**config.mk**
```make
export PLATFORM = sky130hd
export DESIGN_NAME = vid_mem_arbiter
export DESIGN_NICKNAME = d
export VERILOG_FILES = /design/src/rtl/vid_mem_arbiter.sv
export SDC_FILE = /design/constraint.sdc
export NUM_CORES = 1
export LEC_CHECK = 0
export CORE_UTILIZATION = 44
export CTS_CLUSTER_SIZE = 24
export DETAILED_ROUTE_END_ITERATION = 8
export PLACE_DENSITY = 0.87
export SLEW_MARGIN = 20
export SYNTH_ARGS = -nofsm -noshare
export SYNTH_HDL_FRONTEND = slang
export SYNTH_SLANG_ARGS = --single-unit
```
**constraint.sdc**
```tcl
create_clock -name pixclk -period 4.45 [get_ports pixclk]
set_input_delay 0.89 -clock pixclk [delete_from_list [all_inputs] [get_ports pixclk]]
set_output_delay 0.89 -clock pixclk [all_outputs]
set_load 0.01 [all_outputs]
```
**src/rtl/vid_mem_arbiter.sv**
```systemverilog
// vid_mem_arbiter: shares a single-port pixel RAM between display line prefetch and a host port.
//   pixclk, rst_n            : clock, async active-low reset
//   frame_start, line_req    : video timing pulses (rewind frame / fetch next line)
//   fetch_busy, overrun      : prefetch in progress / sticky line_req-while-busy flag
//   lb_bank, lb_wr_*         : ping-pong line buffer write port
//   host_*                   : host valid/ready request port with 1-cycle read return
//   mem_*                    : single-port RAM, 1-cycle read latency
module vid_mem_arbiter #(
    parameter int ADDR_W  = 15,
    parameter int DATA_W  = 16,
    parameter int H_WORDS = 160,
    parameter int V_LINES = 120
) (
    input  logic              pixclk,
    input  logic              rst_n,
    input  logic              frame_start,
    input  logic              line_req,
    output logic              fetch_busy,
    output logic              lb_bank,
    output logic              lb_wr_en,
    output logic [9:0]        lb_wr_addr,
    output logic [DATA_W-1:0] lb_wr_data,
    output logic              overrun,
    input  logic              host_valid,
    output logic              host_ready,
    input  logic              host_we,
    input  logic [ADDR_W-1:0] host_addr,
    input  logic [DATA_W-1:0] host_wdata,
    output logic              host_rvalid,
    output logic [DATA_W-1:0] host_rdata,
    output logic [ADDR_W-1:0] mem_addr,
    output logic              mem_we,
    output logic [DATA_W-1:0] mem_wdata,
    input  logic [DATA_W-1:0] mem_rdata
);
    localparam int LC_W = $clog2(V_LINES + 1);
    localparam logic [9:0] LAST = 10'(H_WORDS - 1);
    localparam logic [LC_W-1:0] LAST_LINE = LC_W'(V_LINES - 1);
    typedef enum logic [1:0] {IDLE, FETCH, DRAIN} state_t;
    state_t state, state_nxt;
    logic [9:0] k;
    logic [ADDR_W-1:0] base;
    logic [LC_W-1:0] line_cnt;
    logic fs_pend;
    logic accept;
    always_ff @(posedge pixclk or negedge rst_n) begin
        if (!rst_n) state <= IDLE;
        else state <= state_nxt;
    end
    always_comb begin
        state_nxt  = state;
        fetch_busy = 1'b0;
        host_ready = 1'b0;
        mem_addr   = host_addr;
        mem_wdata  = host_wdata;
        case (state)
            IDLE: begin
                host_ready = !line_req;
                state_nxt  = line_req ? FETCH : IDLE;
            end
            FETCH: begin
                fetch_busy = 1'b1;
                mem_addr   = base + ADDR_W'(k);
                state_nxt  = (k == LAST) ? DRAIN : FETCH;
            end
            DRAIN: begin
                fetch_busy = 1'b1;
                state_nxt  = IDLE;
            end
            default: state_nxt = IDLE;
        endcase
        accept = host_valid && host_ready;
        mem_we = accept && host_we;
    end
    // Read data is presented straight from the RAM in the cycle it returns;
    // gating keeps these at zero whenever no write/return is in flight.
    assign lb_wr_data = lb_wr_en ? mem_rdata : '0;
    assign host_rdata = host_rvalid ? mem_rdata : '0;
    always_ff @(posedge pixclk or negedge rst_n) begin
        if (!rst_n) begin
            k           <= '0;
            base        <= '0;
            line_cnt    <= '0;
            fs_pend     <= 1'b0;
            lb_bank     <= 1'b0;
            lb_wr_en    <= 1'b0;
            lb_wr_addr  <= '0;
            overrun     <= 1'b0;
            host_rvalid <= 1'b0;
        end else begin
            k           <= (state == FETCH && k != LAST) ? k + 10'd1 : '0;
            lb_wr_en    <= state == FETCH;
            lb_wr_addr  <= k;
            host_rvalid <= accept && !host_we;
            overrun     <= frame_start ? 1'b0 : (overrun | (line_req & fetch_busy));
            // Base must stay stable while a line is being fetched, so a
            // mid-fetch frame_start is remembered and applied at completion.
            if (state == DRAIN) begin
                lb_bank  <= ~lb_bank;
                fs_pend  <= 1'b0;
                base     <= (fs_pend || frame_start || line_cnt == LAST_LINE) ? '0 : base + ADDR_W'(H_WORDS);
                line_cnt <= (fs_pend || frame_start || line_cnt == LAST_LINE) ? '0 : line_cnt + 1'b1;
            end else if (frame_start) begin
                fs_pend  <= fetch_busy;
                base     <= fetch_busy ? base : '0;
                line_cnt <= fetch_busy ? line_cnt : '0;
            end
        end
    end
endmodule

```
==> metrics, run 1 <==
Fin Hold WS 0.4888 ns; synth-to-layout area growth 39.79%; # resized after CTS 0; Clock transition at path regs 0.08 ns; leading cell types in the layout, fill and taps excluded 99 x clkdlybuf4s50_1, 44 x dfrtp_1, 34 x nor2_1; Worst EP arrival 2.92 ns; vias in the first global route 2315; setup violators final 0; routed length per instance 15.74 µm; CP required 3.56 ns; Inserted Diodes 0; GR Util All Layers 23.35%; Fill cells 429; number of flops mapped to enable cells by yosys 0; Synth top area share 41.39%; DP HPWL 5397 µm; Synth area leader dfrtp_1; Worst Path Max Fanout 5; top post-synthesis cells by area dfrtp_1 41%, and2_1 7.5%, ha_1 5.6%; Max Clock Skew 0.005582 ns; Final nets 435; Clock Path Buffers 2; startpoint type of the worst setup path register; initial core utilization 46.87%; final hold violation count 0; RSZ-0062 raised after global routing no; drt pass-1 iters 4; worst vdd ir 0.2152 mV; CTS Buf Count 5; Pins Over Slew Limit 0; die area 6361 µm²; Overflow after GRT 0; dpl cell area 3591 µm²; Clock Tree Root clkbuf_8; most common cell after layout, fill and taps aside clkdlybuf4s50_1; ANT nets after route 0; Worst Setup End Kind output pin; clock latency on the worst-skew pair 0.30 ns; post-CTS setup buffers 0; Max Clk Rate 262.2 MHz; sequential area share after synthesis 41.39%; final setup TNS 0 ns; Post-Syn Area per Cell 9.301 µm²; Pwr Density 216.2 nW/µm²; Netlist cell types 42; Die H 79.76 µm; GP Congestion 0.9085; synthesized area 2660 µm²; Row Count 27; H-Tree Depth 2; drt drc 0; first-pass GRT wire length 11170 µm; Rel. slew slack 31.45%; largest net degree at the start of global routing 45; IO Port Bufs 100; core box area 5675 µm²; wirelength, routed 6974 µm; Ys Warns 0; initial antenna violation count 0; status finished, final reports clean; Via-to-Cell Ratio 5.298; boundary pin count 133; max cap viols 0; Final period util 85.72%; Worst Hold Class register to register; share of cells above drive strength 1 6.199%; leakage power 0.001593 µW; TritonCTS clock tree built; syn nets 351; die width 79.76 µm; cell count after synthesis 286; Worst-Margin Slew 1.028 ns; Sinks on Clock Net 44; Tmin final 3.814 ns; post-synthesis register bit count 44; hold_buf cts 0; Async SR Flop Fraction 100.0%; kind of critical path register to output pin; Main synth FF type dfrtp_1; Final Cell Area 3719 µm²; DR iter-0 viols 160; Via Count 2347
==> synthesized netlist by cell type (all sizes together), types with 2 or more instances <==
master,number
dfrtp,44
nor2,35
and2,32
buf,18
nand2,17
a21oi,15
o21ai,13
ha,12
nand3,12
xor2,12
xnor2,11
mux2,9
or3,8
inv,7
a31oi,5
clkbuf,5
and3,3
nand4,3
nor3,3
a21o,2
a22o,2
nor4,2
o21bai,2
o221ai,2
==> registers in the layout, indices dropped and copies added, names as in the netlist, 2 cells and up <==
name	count
k	10
line_cnt	7
base	10
state	2
lb_wr_addr	10
==> per-stage QoR <==
stage	util (%)	total power, µW	instances	setup WS [ns]
5_1_grt	65.52	838.9	443	0.4880
2_1_floorplan	-	445.7	286	1.700
4_1_cts	65.41	810.2	443	0.6560
6_report	65.52	803.8	443	0.6356
3_5_place_dp	63.27	492.4	435	1.025
3_3_place_gp	63.27	491.4	435	1.140
==> worst max-delay path, cell delays in order, from the launching register on <==
cell and delay, ns:
dfrtp_1 0.45, ha_1 0.37, or2_2 0.31, a21oi_1 0.43, nor2_1 0.13, xor2_1 0.17
mux2_2 0.27, clkdlybuf4s50_1 0.49
==> power breakdown <==
| group | internal [µW] | total, µW | switching, µW |
|---|---|---|---|
| clock network | 183 | 320 | 136 |
| registers | 402 | 404 | 2.38 |
| logic | 50.8 | 79.6 | 28.8 |
| total | 636 | 804 | 168 |
==> worst paths after layout <==
path / startpoint / endpoint / slack, ns / cells past startpoint
max in group asynchronous: rst_n / base[5] / 3.12 / 1
min in group asynchronous: rst_n / lb_wr_addr[0] / 0.73 / 1
worst min register to register: lb_bank / lb_bank / 0.49 / 1
worst max register to register: state[1] / line_cnt[5] / 2.13 / 7
worst min-delay path: lb_bank / lb_bank / 0.49 / 1
worst max-delay path: k[6] / mem_addr[8] / 0.64 / 7
==> metal layers <==
metal	vias to the layer above	GRT usage, %	wire length, µm
met5	-	0	0
met4	0	11.79	240
met3	17	6.286	600
met2	122	40.77	3483
met1	1069	25.99	2650
li1	1139	-	-
==> cell type report <==
cell class	count	area, µm²	area share, %
Clock buffer	6	82.58	2.221
Clock inverter	2	38.79	1.043
Inverter	7	26.28	0.7066
Multi-Input combinational cell	212	1384	37.21
Sequential cell	44	1101	29.61
Tap cell	72	90.09	2.423
Timing Repair Buffer	100	996.0	26.78
==> kinds of logic after synthesis <==
kind of cell             synth area share (%)
XOR/XNOR                                7.573
buffers and inverters                   6.821
AO/OA/AOI/OAI                           12.09
adder cells (fa/ha/maj)                 5.644
flip-flops                              41.39
other                                  0.1410
multiplexers                            3.951
AND/OR/NAND/NOR                         22.39
No activity file was read; power rests on OpenSTA's default activity.
==> inputs of run 2 (changes only) <==
--- a/config.mk
+++ b/config.mk
@@ -5,6 +5,7 @@
 export SDC_FILE = /design/constraint.sdc
 export NUM_CORES = 1
 export LEC_CHECK = 0
+export CAP_MARGIN = 20
 export CORE_UTILIZATION = 44
 export CTS_CLUSTER_SIZE = 24
 export DETAILED_ROUTE_END_ITERATION = 8
==> results of run 2 <==
No change in the layout: final DEF, timing and power equal those of run 1.
